[src/rtl/stat_update_scheduler_pkg.sv]
// Shared definitions for the stat update scheduler.
//   - mood codes driven on the state output
//   - event source indices (the index order is also the grant priority, 0 = highest)
//   - FSM encoding
//   - saturating +1 / -1 helpers on an 8-bit carrier (callers cast to their own width)
package stat_update_scheduler_pkg;

    localparam logic [3:0] ST_NORMAL  = 4'd0;
    localparam logic [3:0] ST_HAMBRE  = 4'd1;
    localparam logic [3:0] ST_CANSADO = 4'd2;
    localparam logic [3:0] ST_TRISTE  = 4'd3;
    localparam logic [3:0] ST_ENFERMO = 4'd4;
    localparam logic [3:0] ST_DORMIDO = 4'd5;
    localparam logic [3:0] ST_MUERTO  = 4'd6;

    typedef logic [2:0] src_t;

    localparam int   NUM_SRC   = 5;
    localparam src_t SRC_TICK  = 3'd0;
    localparam src_t SRC_CURAR = 3'd1;
    localparam src_t SRC_COMER = 3'd2;
    localparam src_t SRC_PROX  = 3'd3;
    localparam src_t SRC_TEMP  = 3'd4;

    localparam logic [1:0] FSM_IDLE  = 2'd0;
    localparam logic [1:0] FSM_APPLY = 2'd1;
    localparam logic [1:0] FSM_DEAD  = 2'd2;

    function automatic logic [7:0] sat_add(input logic [7:0] v, input logic [7:0] max);
        return (v >= max) ? max : v + 8'd1;
    endfunction

    function automatic logic [7:0] sat_sub(input logic [7:0] v);
        return (v == 8'd0) ? 8'd0 : v - 8'd1;
    endfunction

endpackage

[src/rtl/stat_update_scheduler_if.sv]
// Event / stat bundle between input conditioning, the scheduler and the display mux.
//   test, ev_comer, ev_curar, ev_prox, ev_temp, sns_luz : toward the scheduler
//   comida, energia, animo, salud (STAT_W), state (4), busy : from the scheduler
// master = event producer / stat reader, slave = the scheduler.
interface stat_update_scheduler_if #(
    parameter int STAT_W = 3
);
    logic              test;
    logic              ev_comer;
    logic              ev_curar;
    logic              ev_prox;
    logic              ev_temp;
    logic              sns_luz;
    logic [STAT_W-1:0] comida;
    logic [STAT_W-1:0] energia;
    logic [STAT_W-1:0] animo;
    logic [STAT_W-1:0] salud;
    logic [3:0]        state;
    logic              busy;

    modport master (
        output test, ev_comer, ev_curar, ev_prox, ev_temp, sns_luz,
        input  comida, energia, animo, salud, state, busy
    );

    modport slave (
        input  test, ev_comer, ev_curar, ev_prox, ev_temp, sns_luz,
        output comida, energia, animo, salud, state, busy
    );
endinterface

[src/rtl/decay_tick_gen.sv]
// Decay tick generator: counts 0..period-1 and pulses tick for one clock on wrap.
//   clk, rst (sync, active high), test (level, selects TICK_TEST period), tick (out)
// Any change of test restarts the count at 0 so a period never mixes both settings.
module decay_tick_gen #(
    parameter int TICK_CYCLES = 500000000,
    parameter int TICK_TEST   = 5000000
) (
    input  logic clk,
    input  logic rst,
    input  logic test,
    output logic tick
);
    localparam int MAX_P = (TICK_CYCLES > TICK_TEST) ? TICK_CYCLES : TICK_TEST;
    localparam int CNT_W = (MAX_P > 1) ? $clog2(MAX_P) : 1;
    localparam logic [CNT_W-1:0] LAST_N = CNT_W'(TICK_CYCLES - 1);
    localparam logic [CNT_W-1:0] LAST_T = CNT_W'(TICK_TEST - 1);

    logic [CNT_W-1:0] cnt_q, cnt_d;
    logic             test_q, test_d;
    logic [CNT_W-1:0] last;

    always_comb begin
        last   = test_q ? LAST_T : LAST_N;
        tick   = 1'b0;
        test_d = test;
        if (test != test_q) begin
            cnt_d = '0;
        end else if (cnt_q == last) begin
            tick  = 1'b1;
            cnt_d = '0;
        end else begin
            cnt_d = cnt_q + CNT_W'(1);
        end
    end

    // test_q follows test during reset so leaving reset is not seen as a mode change.
    always_ff @(posedge clk) begin
        if (rst) begin
            cnt_q  <= '0;
            test_q <= test;
        end else begin
            cnt_q  <= cnt_d;
            test_q <= test_d;
        end
    end
endmodule

[src/rtl/stat_update_scheduler.sv]
// Stat update scheduler: sole writer of comida/energia/animo/salud.
//   clk, rst (sync, active high)
//   bus (slave): event pulses, sns_luz, test in; stats, mood state, busy out
// Sticky pending flags latch every event; one is granted per two-clock slot.
//
// FSM states
//   IDLE  | grant highest-priority pending source, if any
//   APPLY | write saturated stats for the granted source (busy=1)
//   DEAD  | salud reached 0; stats frozen, events dropped until rst
module stat_update_scheduler
    import stat_update_scheduler_pkg::*;
#(
    parameter int STAT_W      = 3,
    parameter int STAT_MAX    = 5,
    parameter int TICK_CYCLES = 500000000,
    parameter int TICK_TEST   = 5000000
) (
    input logic                    clk,
    input logic                    rst,
    stat_update_scheduler_if.slave bus
);
    localparam logic [STAT_W-1:0] SMAX = STAT_W'(STAT_MAX);
    localparam logic [STAT_W-1:0] ONE  = STAT_W'(1);

    function automatic logic [STAT_W-1:0] inc(input logic [STAT_W-1:0] v);
        return STAT_W'(sat_add(8'(v), 8'(STAT_MAX)));
    endfunction

    function automatic logic [STAT_W-1:0] dec(input logic [STAT_W-1:0] v);
        return STAT_W'(sat_sub(8'(v)));
    endfunction

    logic                 tick;
    logic [NUM_SRC-1:0]   ev, grant;
    logic [NUM_SRC-1:0]   pend_q, pend_d;
    logic [1:0]           fsm_q, fsm_d;
    src_t                 src_q, src_d;
    logic [STAT_W-1:0]    com_q, com_d, ene_q, ene_d, ani_q, ani_d, sal_q, sal_d;
    logic [3:0]           state_q, state_d;

    decay_tick_gen #(
        .TICK_CYCLES (TICK_CYCLES),
        .TICK_TEST   (TICK_TEST)
    ) u_tick (
        .clk  (clk),
        .rst  (rst),
        .test (bus.test),
        .tick (tick)
    );

    // Bit position equals source index, so the lowest set bit is the winner.
    assign ev    = {bus.ev_temp, bus.ev_prox, bus.ev_comer, bus.ev_curar, tick};
    assign grant = pend_q & (~pend_q + NUM_SRC'(1));

    always_comb begin
        fsm_d  = fsm_q;
        src_d  = src_q;
        pend_d = pend_q | ev;
        com_d  = com_q;
        ene_d  = ene_q;
        ani_d  = ani_q;
        sal_d  = sal_q;
        case (fsm_q)
            FSM_IDLE: begin
                if (|pend_q) begin
                    fsm_d = FSM_APPLY;
                    for (int i = NUM_SRC - 1; i >= 0; i--) begin
                        if (grant[i]) src_d = src_t'(i);
                    end
                    // New pulses are OR'd after the clear so a same-cycle re-pulse survives.
                    pend_d = (pend_q & ~grant) | ev;
                end
            end
            FSM_APPLY: begin
                case (src_q)
                    SRC_TICK: begin
                        com_d = dec(com_q);
                        ani_d = dec(ani_q);
                        ene_d = bus.sns_luz ? dec(ene_q) : inc(ene_q);
                        sal_d = (com_q == '0) ? dec(sal_q) : sal_q;
                    end
                    SRC_CURAR: sal_d = inc(sal_q);
                    SRC_COMER: com_d = inc(com_q);
                    SRC_PROX: begin
                        ani_d = inc(ani_q);
                        ene_d = dec(ene_q);
                    end
                    SRC_TEMP:  sal_d = dec(sal_q);
                    default:   ;
                endcase
                fsm_d = (sal_d == '0) ? FSM_DEAD : FSM_IDLE;
            end
            FSM_DEAD:  pend_d = '0;
            default:   fsm_d  = FSM_IDLE;
        endcase
    end

    always_comb begin
        if (fsm_q == FSM_DEAD)    state_d = ST_MUERTO;
        else if (!bus.sns_luz)    state_d = ST_DORMIDO;
        else if (sal_q <= ONE)    state_d = ST_ENFERMO;
        else if (com_q <= ONE)    state_d = ST_HAMBRE;
        else if (ene_q <= ONE)    state_d = ST_CANSADO;
        else if (ani_q <= ONE)    state_d = ST_TRISTE;
        else                      state_d = ST_NORMAL;
    end

    always_ff @(posedge clk) begin
        if (rst) begin
            fsm_q   <= FSM_IDLE;
            src_q   <= SRC_TICK;
            pend_q  <= '0;
            com_q   <= SMAX;
            ene_q   <= SMAX;
            ani_q   <= SMAX;
            sal_q   <= SMAX;
            state_q <= ST_NORMAL;
        end else begin
            fsm_q   <= fsm_d;
            src_q   <= src_d;
            pend_q  <= pend_d;
            com_q   <= com_d;
            ene_q   <= ene_d;
            ani_q   <= ani_d;
            sal_q   <= sal_d;
            state_q <= state_d;
        end
    end

    assign bus.comida  = com_q;
    assign bus.energia = ene_q;
    assign bus.animo   = ani_q;
    assign bus.salud   = sal_q;
    assign bus.state   = state_q;
    assign bus.busy    = (fsm_q == FSM_APPLY);
endmodule

[src/flat_wrapper.sv]
// flat-port wrapper written by rule: the top's interface ports become plain ports
module stat_update_scheduler_flat import stat_update_scheduler_pkg::*;
#(
    parameter int STAT_W      = 3,
    parameter int STAT_MAX    = 5,
    parameter int TICK_CYCLES = 500000000,
    parameter int TICK_TEST   = 5000000
)
  (clk, rst, bus_test, bus_ev_comer, bus_ev_curar, bus_ev_prox, bus_ev_temp, bus_sns_luz, bus_comida, bus_energia, bus_animo, bus_salud, bus_state, bus_busy);
  stat_update_scheduler_if #(.STAT_W(STAT_W)) bus_i ();
  input logic clk;
  input logic rst;
  input wire logic [$bits(bus_i.test)-1:0] bus_test;
  input wire logic [$bits(bus_i.ev_comer)-1:0] bus_ev_comer;
  input wire logic [$bits(bus_i.ev_curar)-1:0] bus_ev_curar;
  input wire logic [$bits(bus_i.ev_prox)-1:0] bus_ev_prox;
  input wire logic [$bits(bus_i.ev_temp)-1:0] bus_ev_temp;
  input wire logic [$bits(bus_i.sns_luz)-1:0] bus_sns_luz;
  output wire logic [$bits(bus_i.comida)-1:0] bus_comida;
  output wire logic [$bits(bus_i.energia)-1:0] bus_energia;
  output wire logic [$bits(bus_i.animo)-1:0] bus_animo;
  output wire logic [$bits(bus_i.salud)-1:0] bus_salud;
  output wire logic [$bits(bus_i.state)-1:0] bus_state;
  output wire logic [$bits(bus_i.busy)-1:0] bus_busy;
  assign bus_i.test = bus_test;
  assign bus_i.ev_comer = bus_ev_comer;
  assign bus_i.ev_curar = bus_ev_curar;
  assign bus_i.ev_prox = bus_ev_prox;
  assign bus_i.ev_temp = bus_ev_temp;
  assign bus_i.sns_luz = bus_sns_luz;
  assign bus_comida = bus_i.comida;
  assign bus_energia = bus_i.energia;
  assign bus_animo = bus_i.animo;
  assign bus_salud = bus_i.salud;
  assign bus_state = bus_i.state;
  assign bus_busy = bus_i.busy;
  stat_update_scheduler #(.STAT_W(STAT_W), .STAT_MAX(STAT_MAX), .TICK_CYCLES(TICK_CYCLES), .TICK_TEST(TICK_TEST)) u_core (.clk(clk), .rst(rst), .bus(bus_i));
endmodule
[config.mk]
export PLATFORM = sky130hd
export DESIGN_NAME = stat_update_scheduler_flat
export DESIGN_NICKNAME = d
export VERILOG_FILES = /design/src/rtl/stat_update_scheduler_pkg.sv /design/src/rtl/stat_update_scheduler_if.sv /design/src/rtl/decay_tick_gen.sv /design/src/rtl/stat_update_scheduler.sv /design/src/flat_wrapper.sv
export SDC_FILE = /design/constraint.sdc
export NUM_CORES = 1
export LEC_CHECK = 0
export BUFFER_PORTS_ARGS = -buffer_cell sky130_fd_sc_hd__buf_2
export CAP_MARGIN = 20
export CORE_MARGIN = 3
export CORE_UTILIZATION = 25
export CTS_CLUSTER_DIAMETER = 50
export DETAILED_ROUTE_END_ITERATION = 12
export PLACE_DENSITY_LB_ADDON = 0.25
export SYNTH_ARGS = -nofsm -noshare
export SYNTH_HDL_FRONTEND = slang
export SYNTH_SLANG_ARGS = --single-unit
[constraint.sdc]
create_clock -name clk -period 4.29 [get_ports clk]
set_input_delay 0 -clock clk [delete_from_list [all_inputs] [get_ports clk]]
set_output_delay 0 -clock clk [all_outputs]
set_load 0.01 [all_outputs]
==> After elaboration in Yosys (flattened, before gate mapping) <==
Index checks and enable logic that the tools add are counted.
{ "word_totals": {"ff_bits": 56, "latchBits": 0, "mem_bits_rw": 0, "romBits": 0, "in_bits": 8, "n_memories": 0} }
{ "classes": {"add_sub_neg": 10, "multipliers": 0, "n_div": 0, "order_cmp": 8, "eq_ne": 9, "shifts": 0, "mux": 34, "n_bitwise": 8, "n_reduce_logical": 18} }
{ "ops": {"columns": ["operator", "n"], "rows": [
  ["two-way mux 3 bit", 21],
  ["adder 29 x 1 -> 29 bit (second input constant)", 1],
  ["== test 29 bit", 1],
  ["two-way mux 29 bit", 1],
  ["logical NOT 3 bit", 6],
  ["one-hot mux 3 bit (2 select lines)", 3],
  ["adder 3 x 1 -> 3 bit (second input constant)", 4],
  [">= comparator 3 bit (second input constant)", 4],
  ["<= comparator 3 x 1 -> 1 bit (second input constant)", 4],
  ["subtractor 3 x 1 -> 3 bit (second input constant)", 4],
  ["AND 5 bit", 2],
  ["inverter 5 bit", 2],
  ["OR 5 bit", 2],
  ["one-hot mux 5 bit (2 select lines)", 1],
  ["one-hot mux 3 bit (3 select lines)", 1],
  ["== test 3 x 2 -> 1 bit (second input constant)", 2],
  ["two-way mux 2 bit", 3],
  ["one-hot mux 2 bit (3 select lines)", 1],
  ["AND reduction 2 bit", 3],
  ["OR reduction 6 bit", 1],
  ["adder 5 x 1 -> 5 bit (second input constant)", 1],
  ["two-way mux 5 bit", 1],
  ["nonzero test 5 bit", 1],
  ["OR reduction 5 bit", 1],
  ["13 further kinds", 16]
]} }

==> Depth between registers and ports, before layout <==
Gate-level depths: netlist (run 1).
{ "logic_depth": {"depth_word": 8, "depth_mapped": 9, "depth_no_buf": 8} }

==> Hierarchy <==
A second synthesis (run 1) with hierarchy kept.
{ "hier_totals": {"hier_cells": 379, "area_unflattened_um2": 3280.6} }
{ "by_module_without_submodules": {"columns": ["module", "n_inst", "cells_per_inst", "area_each_um2"], "rows": [
  ["stat_update_scheduler", 1, 203, 1697.9],
  ["decay_tick_gen", 1, 176, 1582.8]
]} }

==> Least setup slack after synthesis (run 1) <==
OpenSTA, ideal clock, no wires.
{ "synth_path": {"path_kind": "flip-flop to flip-flop", "start": "register u_core.u_tick.cnt_q[0]", "end": "register u_core.u_tick.cnt_q[4]", "arrival_ns": 1.910, "required_time_ns": 4.175, "path_slack_ns": 2.265, "stages_incl_launch_ff": 10, "cell_sequence": "dfxtp_1 ha_1 and3_1 clkbuf_1 o2111ai_1 a2111oi_2 or3b_1 buf_6 buf_6 nor2_1"} }
{ "synth_via": {"elab_chain_len": 2, "elab_cells_between_ends": 3, "cone_classes": "add/sub (1); eq/ne (1); reduce/logical (1)"} }
{ "synth_lines": {"columns": ["item", "line", "source"], "rows": [
  ["start, declared", "decay_tick_gen.sv:18", "logic [CNT_W-1:0] cnt_q, cnt_d;"],
  ["start signal, assigned", "decay_tick_gen.sv:42", "cnt_q <= cnt_d;"],
  ["branches (longest 2 deep; another with adder 29 x 1 -> 29 bit)", null, null]
]} }
Parallel ways; which one is timed is not known.
A chain may end at the register's enable or synchronous reset.

==> Final worst setup path (run 1) <==
{ "layout_path": {"start": "register u_core.u_tick.cnt_q[0]", "end": "register u_core.u_tick.cnt_q[23]"} }
The elaborated chain is that of the path after synthesis.

==> out/qor.txt, run 1 <==
Worst skew pair latency = 0.29 ns
Initial antenna violation count = 0
Synth Register Bits = 55
Crit share post-route = 61.4%
CP Class = reg -> reg
Total power = 1250 uW
Clk sink count = 55
Syn avg cell area = 8.28 sq um
Async set-or-reset flop fraction in the synthesized netlist = 0%
Number of global-route vias before repair = 2,428
Final antenna-violating net count = 0
Max Cap Viol = 0
Distinct cells, synth = 55
Worst reg2reg setup slack = 1.66 ns
Hold Slack = 0.0695 ns
Port Buffers = 23
Syn-to-layout area delta = 14.7%
Final Net Count = 419
# diodes = 0
Placer Congestion = 0.778
Clk slew on worst S/H paths = 0.07 ns
Reg2reg path depth = 6
WP buf/inv = 0
Chip Height = 117 um
Total CTS buffers = 5
Post-CTS Resized = 0
Reg power frac = 46.2%
Worst setup startpoint = u_core.u_tick.cnt_q[0]
Layout cells sized above 1 = 9.46%
Initial Util = 26.2%
Setup crit end = u_core.u_tick.cnt_q[23]
Crit path depth = 6
Measured slew at the worst slew-check pin = 0.959 ns
Class of the worst hold path = in -> reg
WL final = 6560 um
Combinational share of power = 16.4%
Most common flop cell mapped by yosys = dfxtp_1
Final Hold Fails = 0
Detailed-route DRC error count = 0
Length of the first detailed-routing pass in iterations = 4
WP data arrival = 2.77 ns
IO Count = 25
Crit path launch type = flop
Synth Warn # = 0
Via/cell ratio = 4.70
Clock power share = 37.4%
Commonest cells post-synth = nor2_1 (58), dfxtp_1 (55), inv_1 (25)
Most frequent cell after synthesis = nor2_1
GRT Total Usage = 10.2%
CTS max path bufs = 2
Post-synth EDFFs = 0
Status = completed
H-Tree Depth = 2
CP Max Fanout = 29
Die W = 117 um
Worst path required time = 4.43 ns
Register area share after synthesis = 36.1%
Top delay family on crit path = simple AND/OR/NAND/NOR gates
Met3 wire length = 176 um
Max Used Layer = met4
Post-synth top area cell = dfxtp_1
P_leak = 0.00134 uW
CTS root buf = clkbuf_16
Critical-path cell list = ha_1 > and3_1 > o2111ai_1 > a2111oi_2 > or3b_1 > nor2_1
Crit-path slowest cell = or3b_1
CP max stage delay = 0.81 ns
Synth area leaders = dfxtp_1 (36%), ha_1 (8.6%), nor2_1 (7.1%)
RSZ-0062 raised after global routing = no
RR Startpoint = u_core.u_tick.cnt_q[0]
Fin area = 0.00350 sq mm
First-pass GRT wire length = 11,500 um
Row count = 39
Vias = 2,509
Clock Skew = 0.00618 ns
Synth top area share = 36.1%
TritonCTS clock tree = yes
Pins Over Slew Limit = 0
Sum of negative setup slack = 0 ns
Syn Nets = 398
Final Util = 30.1%
Post-DP Area = 0.00327 sq mm
Internal power = 916 uW
Core ar. = 0.0117 sq mm
Final setup viols = 0
Fmax = 380 MHz
Net Sw Frac = 26.7%
Synth Cell Area = 0.00305 sq mm
Met1 WL = 3250 um
Cells after Synth = 369
Pwr Density = 357 mW/mm^2
Grt ovf = 0
Die ar. = 0.0136 sq mm
Routed met2 length = 3110 um
R2r endpoint = u_core.u_tick.cnt_q[23]
Peak supply drop = 0.171 mV
Initial DRC count = 110
Slew Limit Headroom = 36.0%
Largest net degree at the start of global routing = 30
Final HPWL DP = 4770 um
Fin crit period = 2.63 ns
Wire per inst = 12.3 um
NetSw = 334 uW
CP Capture Type = flop
## registers in the layout, summed over array words and instances (netlist names)
| name | flops |
|---|---|
| u_core.u_tick.cnt_q | 29 |
| u_core.fsm_q | 2 |
| u_core.u_tick.test_q | 1 |
| u_core.bus.animo | 3 |
| u_core.bus.energia | 3 |
| u_core.pend_q | 5 |
| u_core.bus.comida | 3 |
| u_core.bus.state | 3 |
| u_core.bus.salud | 3 |
| u_core.src_q | 3 |
## layout by cell type (no fill, tap or decap), types with 3 or more instances in the layout
cell type	count
dlygate4sd3_1	6
nand2b_1	3
nand4_1	13
a21oi_1	20
nor2_1	58
nor3_1	9
or3_1	4
nor4_1	4
dfxtp_1	55
nor3b_1	5
ha_1	21
xor2_1	12
inv_1	25
clkbuf_16	5
mux2i_1	6
and3_1	3
and4_1	5
or4_1	4
xnor2_1	17
nand2_1	21
o21ai_0	13
buf_2	23
nand3_1	13
nand3b_1	4
or2_2	3
## worst min path at each step
stage	depth (start not counted)	slack, ns	to	start
5_1_grt	2	0.09	u_core.src_q[2]	rst
3_5_place_dp	1	0.15	u_core.u_tick.test_q	bus_test
2_1_floorplan	0	0.03	u_core.u_tick.test_q	bus_test
6_report	2	0.07	u_core.src_q[2]	rst
3_3_place_gp	1	0.14	u_core.u_tick.test_q	bus_test
4_1_cts	2	0.07	u_core.src_q[0]	rst
## worst register-to-register path, delay by kind of cell, from the launching register on
family,cells,cell delay [ns]
DFF,1,0.37
AOI/OAI and AO/OA,2,0.62
and+or+nand+nor,3,1.31
adders and majority gates,1,0.19
## kinds of logic after synthesis
group           synth area share [%]
xor+xnor                        8.32
other cells                    0.123
mux                             2.34
simple gates                    26.2
flops                           36.1
compound gates                  12.8
fa+ha+maj                       8.60
buf+inv                         5.61
## layer usage
metal	vias to the layer above	global-route usage, %
met1	1151	13.2
met3	5	2.38
met2	24	17.4
li1	1329	-
met4	0	2.06
met5	-	0
## power by group through the flow
stage          registers [uW]  clock network, uW  logic, uW
2_1_floorplan             581                  0        154
4_1_cts                   577                491        209
3_3_place_gp              588                  0        202
6_report                  577                468        206
5_1_grt                   584                512        240
3_5_place_dp              590                  0        203
## per-stage QoR
step | setup slack (ns) | instances
global placement | 1.73 | 520
finish | 1.66 | 534
floorplan | 2.27 | 369
CTS | 1.60 | 534
global route | 1.34 | 534
detailed placement | 1.61 | 520
## repair_timing
action | 4_1_cts | 5_1_grt
endpoints found under the setup margin | 0 | 0
endpoints found under the hold margin | 7 | 0
hold buffers | 6 | 0
setup buffers | 0 | 0
## layout make-up
| cell class | instances | area, sq um |
|---|---|---|
| Clock buffer | 6 | 139 |
| Multi-Input combinational cell | 274 | 1780 |
| Timing Repair Buffer | 29 | 175 |
| Fill cell | 1262 | 8160 |
| Clock inverter | 2 | 35.0 |
| Sequential cell | 55 | 1100 |
| Tap cell | 143 | 179 |
| Inverter | 25 | 93.8 |
No activity file was read; power rests on OpenSTA's default activity.
==> run 2: changes to the inputs <==
- clock period: 4.29 -> 2.5 ns (I/O delays scaled with it)
==> out/qor.txt, run 2 (synthesis gave the netlist of run 1 again) <==
Top reg by flops = u_core.u_tick.cnt_q
Post-Place Setup Slack = 0.446 ns (-1.16 ns)
Via/cell ratio = 4.81 (+2.3%)
CP Max Fanout = 7 (-76%)
Worst skew pair latency = 0.29 ns (about the same)
CP max stage delay = 0.44 ns (-0.37 ns)
# diodes = 0 (unchanged)
Max Cap Viol = 0 (unchanged)
Port Buffers = 23 (unchanged)
Status = completed
Total CTS buffers = 5 (unchanged)
Critical-path cell list = inv_1 > ha_1 > or3_1 > or2_2 > a31oi_1 > a32oi_1 > or2_2
IO Count = 25 (unchanged)
GRT Total Usage = 10.2% (+0.047 points)
Max FFs per register = 29 (unchanged)
H-Tree Depth = 2 (unchanged)
Row count = 39 (unchanged)
CTS root buf = clkbuf_16
Fmax = 487 MHz (+28%)
Grt ovf = 0 (unchanged)
CP Capture Type = flop
Peak supply drop = 0.251 mV (+47%)
Initial antenna violation count = 0 (unchanged)
Initial Util = 26.2% (unchanged)
Wire per inst = 12.5 um (+1.3%)
CTS max path bufs = 2 (unchanged)
Layout cells sized above 1 = 9.67% (+0.21 points)
Detailed-route DRC error count = 0 (unchanged)
Number of global-route vias before repair = 2,388 (-1.6%)
RSZ-0062 raised after global routing = no
WP data arrival = 2.23 ns (-0.54 ns)
Pins Over Slew Limit = 0 (unchanged)
Initial DRC count = 108 (-1.8%)
Crit-path slowest cell = dfxtp_1
Regs by FF count = u_core.u_tick.cnt_q: 29 flops, u_core.pend_q: 5 flops
WL final = 6680 um (+1.7%)
Syn-to-layout area delta = 15.1%
Crit-path most repeated cell = or2_2
Post-CTS Setup Inserts = 0 (unchanged)
TritonCTS clock tree = yes
Die ar. = 0.0136 sq mm (unchanged)
Slew Limit Headroom = 50.0% (+14 points)
Clk sink count = 55 (unchanged)
Final antenna-violating net count = 0 (unchanged)
Fin area = 0.00351 sq mm (+0.29%)
Fillers = 1,246 (-1.3%)
Most common cell after layout, fill and taps aside = nor2_1
Final setup viols = 0 (unchanged)
Clock Skew = 0.00466 ns (-0.00152 ns)
Final Util = 30.1% (+0.086 points)
Die W = 117 um (unchanged)
Commonest cells after routing, fill and taps aside = nor2_1 (58), dfxtp_1 (55), inv_1 (25), buf_2 (23)
CP Class = reg -> reg
Measured slew at the worst slew-check pin = 0.743 ns (-0.217 ns)
Placer Congestion = 0.793 (+2.0%)
Crit share post-route = 82.2% (+21 points)
Post-DP Area = 0.00330 sq mm (+0.84%)
Sum of negative setup slack = 0 ns (unchanged)
Largest net degree at the start of global routing = 30 (unchanged)
Clk slew on worst S/H paths = 0.07 ns (about the same)
Final Net Count = 421 (+0.48%)
Final Hold Fails = 0 (unchanged)
Chip Height = 117 um (unchanged)
PnR worst setup slack = 0.446 ns (-1.21 ns)
Final HPWL DP = 4900 um (+2.8%)
P_leak = 0.00134 uW (+0.43%)
First-pass GRT wire length = 11,400 um (-0.79%)
Fin crit period = 2.05 ns (-0.579 ns)
Vias = 2,576 (+2.7%)
Core ar. = 0.0117 sq mm (unchanged)
Post-CTS Resized = 0 (unchanged)
Worst path required time = 2.68 ns (-1.75 ns)
Length of the first detailed-routing pass in iterations = 4 (unchanged)
Crit path launch type = flop
Pwr Density = 591 mW/mm^2 (+65%)
Class of the worst hold path = in -> reg
[run 2: changes by cell type in the layout (fill, tap and decap cells not counted)]
cell,change
buf_12,+1
buf_4,+1
bufinv_16,-1
clkbuf_1,+1
clkbuf_8,+1
clkinv_2,-1
[run 2: metal layers]
| layer | up-vias | track usage (%) | share of wire [%] |
|---|---|---|---|
| li1 | 1335 | - | - |
| met1 | 1190 | 13.3 | 49 |
| met2 | 41 | 17.3 | 47 |
| met3 | 10 | 2.38 | 3.8 |
| met4 | 0 | 2.14 | 0.94 |
| met5 | - | 0 | 0 |
[run 2: final cells by class]
class,instances,area [sq um],area share (%)
repair buffers,31,203,5.77
multi-input cells,274,1780,50.7
well taps,143,179,5.09
clock buffers,8,156,4.45
flip-flops and latches,55,1100,31.3
inverters,25,93.8,2.67
[run 2: where the power goes]
part,switching [uW],leakage [uW],internal (uW)
registers,71.6,0.000448,919
clock network,300,0.0000772,427
logic,198,0.000820,161
total,569,0.00134,1510
[run 2: stage by stage]
stage	total power, uW	hold WS (ns)	cells
2_1_floorplan	1260	0.0277	369
3_3_place_gp	1360	0.152	522
3_5_place_dp	1370	0.147	522
4_1_cts	2120	0.0723	536
5_1_grt	2210	0.0822	536
6_report	2080	0.0762	536
[run 2: worst max-delay path, delay by kind of cell, from the launching register on]
kind,cells,cell delay [ns]
and+or+nand+nor,3,0.88
buffers and inverters,1,0.10
AOI/OAI and AO/OA,2,0.34
adders and majority gates,1,0.19
DFF,1,0.44
[run 2: what timing repair did]
item,CTS,global route
hold buffers,6,0
setup endpoints to repair,0,0
endpoints found under the hold margin,7,0
[run 2: path summary, 6_finish.rpt]
path                               start                     end  slack [ns]  depth (start not counted)
setup / recovery     u_core.bus.salud[1]     u_core.bus.salud[2]        0.45                          7
hold / removal                       rst     u_core.bus.animo[1]        0.08                          2
setup reg to reg     u_core.bus.salud[1]     u_core.bus.salud[2]        0.45                          7
hold reg to reg   u_core.u_tick.cnt_q[0]  u_core.u_tick.cnt_q[0]        0.46                          1
==> run 3: changes to the inputs <==
- clock period: 2.5 -> 1.95 ns (I/O delays scaled with it)
==> out/qor.txt, run 3 (synthesis gave the netlist of run 1 again) <==
Post-DP Area = 0.00349 sq mm (+5.7%)
Vias = 2,685 (+4.2%)
Total CTS buffers = 5 (unchanged)
IO Count = 25 (unchanged)
Initial DRC count = 144 (+33%)
First-pass GRT wire length = 12,200 um (+7.5%)
CTS max path bufs = 2 (unchanged)
Critical-path cell list = inv_1 > ha_1 > or3_4 > or2_2 > a31oi_4 > a32oi_1 > or2_2
Crit-path most repeated cell = or2_2
CP Capture Type = flop
Layout cells sized above 1 = 18.6% (+8.9 points)
Initial antenna violation count = 0 (unchanged)
Final Hold Fails = 0 (unchanged)
Worst path required time = 2.13 ns (-0.55 ns)
Port Buffers = 23 (unchanged)
WL final = 7200 um (+7.8%)
Pwr Density = 720 mW/mm^2 (+22%)
Most common cell after layout, fill and taps aside = nor2_1
Chip Height = 117 um (unchanged)
Crit path launch type = flop
Final Net Count = 448 (+6.4%)
CP Max Fanout = 2 (-5)
H-Tree Depth = 2 (unchanged)
Fmax = 534 MHz (+9.8%)
Post-Place Setup Slack = 0.0126 ns (-0.434 ns)
Detailed-route DRC error count = 0 (unchanged)
P_leak = 0.00150 uW (+12%)
Class of the worst hold path = in -> reg
Top reg by flops = u_core.u_tick.cnt_q
Die ar. = 0.0136 sq mm (unchanged)
# diodes = 0 (unchanged)
Final antenna-violating net count = 0 (unchanged)
Worst skew pair latency = 0.29 ns (about the same)
Core ar. = 0.0117 sq mm (unchanged)
PnR worst setup slack = 0.0789 ns (-0.367 ns)
CTS root buf = clkbuf_16
Clk slew on worst S/H paths = 0.07 ns (about the same)
Max Cap Viol = 0 (unchanged)
Status = completed
Grt ovf = 0 (unchanged)
Pins Over Slew Limit = 0 (unchanged)
Max FFs per register = 29 (unchanged)
TritonCTS clock tree = yes
Fin area = 0.00381 sq mm (+8.3%)
Commonest cells after routing, fill and taps aside = nor2_1 (57), dfxtp_1 (52), buf_4 (27), inv_1 (25), buf_2 (23)
Placer Congestion = 0.810 (+2.1%)
Via/cell ratio = 4.77 (-0.77%)
Number of global-route vias before repair = 2,586 (+8.3%)
Die W = 117 um (unchanged)
Measured slew at the worst slew-check pin = 0.554 ns (-0.189 ns)
Crit share post-route = 96.0% (+14 points)
Syn-to-layout area delta = 24.6%
Fin crit period = 1.87 ns (-0.183 ns)
Slew Limit Headroom = 62.7% (+13 points)
CP max stage delay = 0.33 ns (-0.11 ns)
CP Class = reg -> reg
GRT Total Usage = 10.9% (+0.69 points)
Clock Skew = 0.00780 ns (+0.00314 ns)
Length of the first detailed-routing pass in iterations = 4 (unchanged)
WP data arrival = 2.05 ns (-0.18 ns)
Final setup viols = 0 (unchanged)
Row count = 39 (unchanged)
Regs by FF count = u_core.u_tick.cnt_q: 29 flops, u_core.pend_q: 5 flops
Clk sink count = 55 (unchanged)
Final HPWL DP = 5150 um (+5.1%)
Largest net degree at the start of global routing = 30 (unchanged)
Peak supply drop = 0.330 mV (+32%)
Crit-path slowest cell = dfxtp_2
Wire per inst = 12.8 um (+2.6%)
Initial Util = 26.2% (unchanged)
## run 3: cell types whose count changed in the layout (fill, tap and decap cells not counted), moves of 2 or more
| cell | delta |
|---|---|
| or4_1 | -2 |
| dfxtp_2 | +3 |
| or4_4 | +2 |
| buf_4 | +26 |
| dfxtp_1 | -3 |
## run 3: path summary, 6_finish.rpt
path	to	from	cells after the start	slack [ns]
max reg2reg	u_core.bus.salud[2]	u_core.bus.salud[1]	7	0.08
max	u_core.bus.salud[2]	u_core.bus.salud[1]	7	0.08
min reg2reg	u_core.pend_q[4]	u_core.pend_q[4]	2	0.48
min	u_core.src_q[0]	rst	2	0.08
## run 3: final cells by class
cell class	instances	area, sq um
Tap cell	143	179
Timing Repair Buffer	58	423
Multi-Input combinational cell	274	1850
Sequential cell	55	1100
Clock inverter	1	7.51
Inverter	25	93.8
Fill cell	1224	7860
Clock buffer	7	153
## run 3: routing by layer
layer | track usage (%) | share of wire (%) | vias to the layer above
li1 | - | - | 1386
met1 | 14.3 | 48 | 1263
met2 | 18.6 | 48 | 26
met3 | 2.23 | 2.4 | 10
met4 | 2.29 | 0.88 | 0
met5 | 0 | 0 | -
## run 3: worst max-delay path: cells and delay by family, from the launching register on
family                     cells  cell delay, ns
DFF                            1            0.33
AOI/OAI and AO/OA              2            0.26
adders and majority gates      1            0.19
and+or+nand+nor                3            0.92
buffers and inverters          1            0.06
## run 3: power by group
part	total [uW]	switching, uW	internal (uW)
logic	552	301	251
clock network	946	399	547
registers	1240	63.7	1180
total	2740	764	1980
## run 3: through the flow
stage          cells  total power [uW]  util [%]  hold WS, ns   TNS [ns]
3_5_place_dp     547              1790      29.9        0.174          0
5_1_grt          563              2910      32.6       0.0881  -0.000331
2_1_floorplan    369              1620         -       0.0277          0
3_3_place_gp     547              1790      29.9        0.170          0
6_report         563              2740      32.6       0.0821          0
4_1_cts          561              2770      31.9       0.0739          0
## run 3: what timing repair did
action / 4_1_cts / 5_1_grt
setup endpoints to repair: 21 / 31
setup buffers: 0 / 1
hold buffers: 6 / 0
gates resized for setup: 2 / 11
endpoints found under the hold margin: 7 / 0
pin swaps: 0 / 4
cloned: 0 / 1
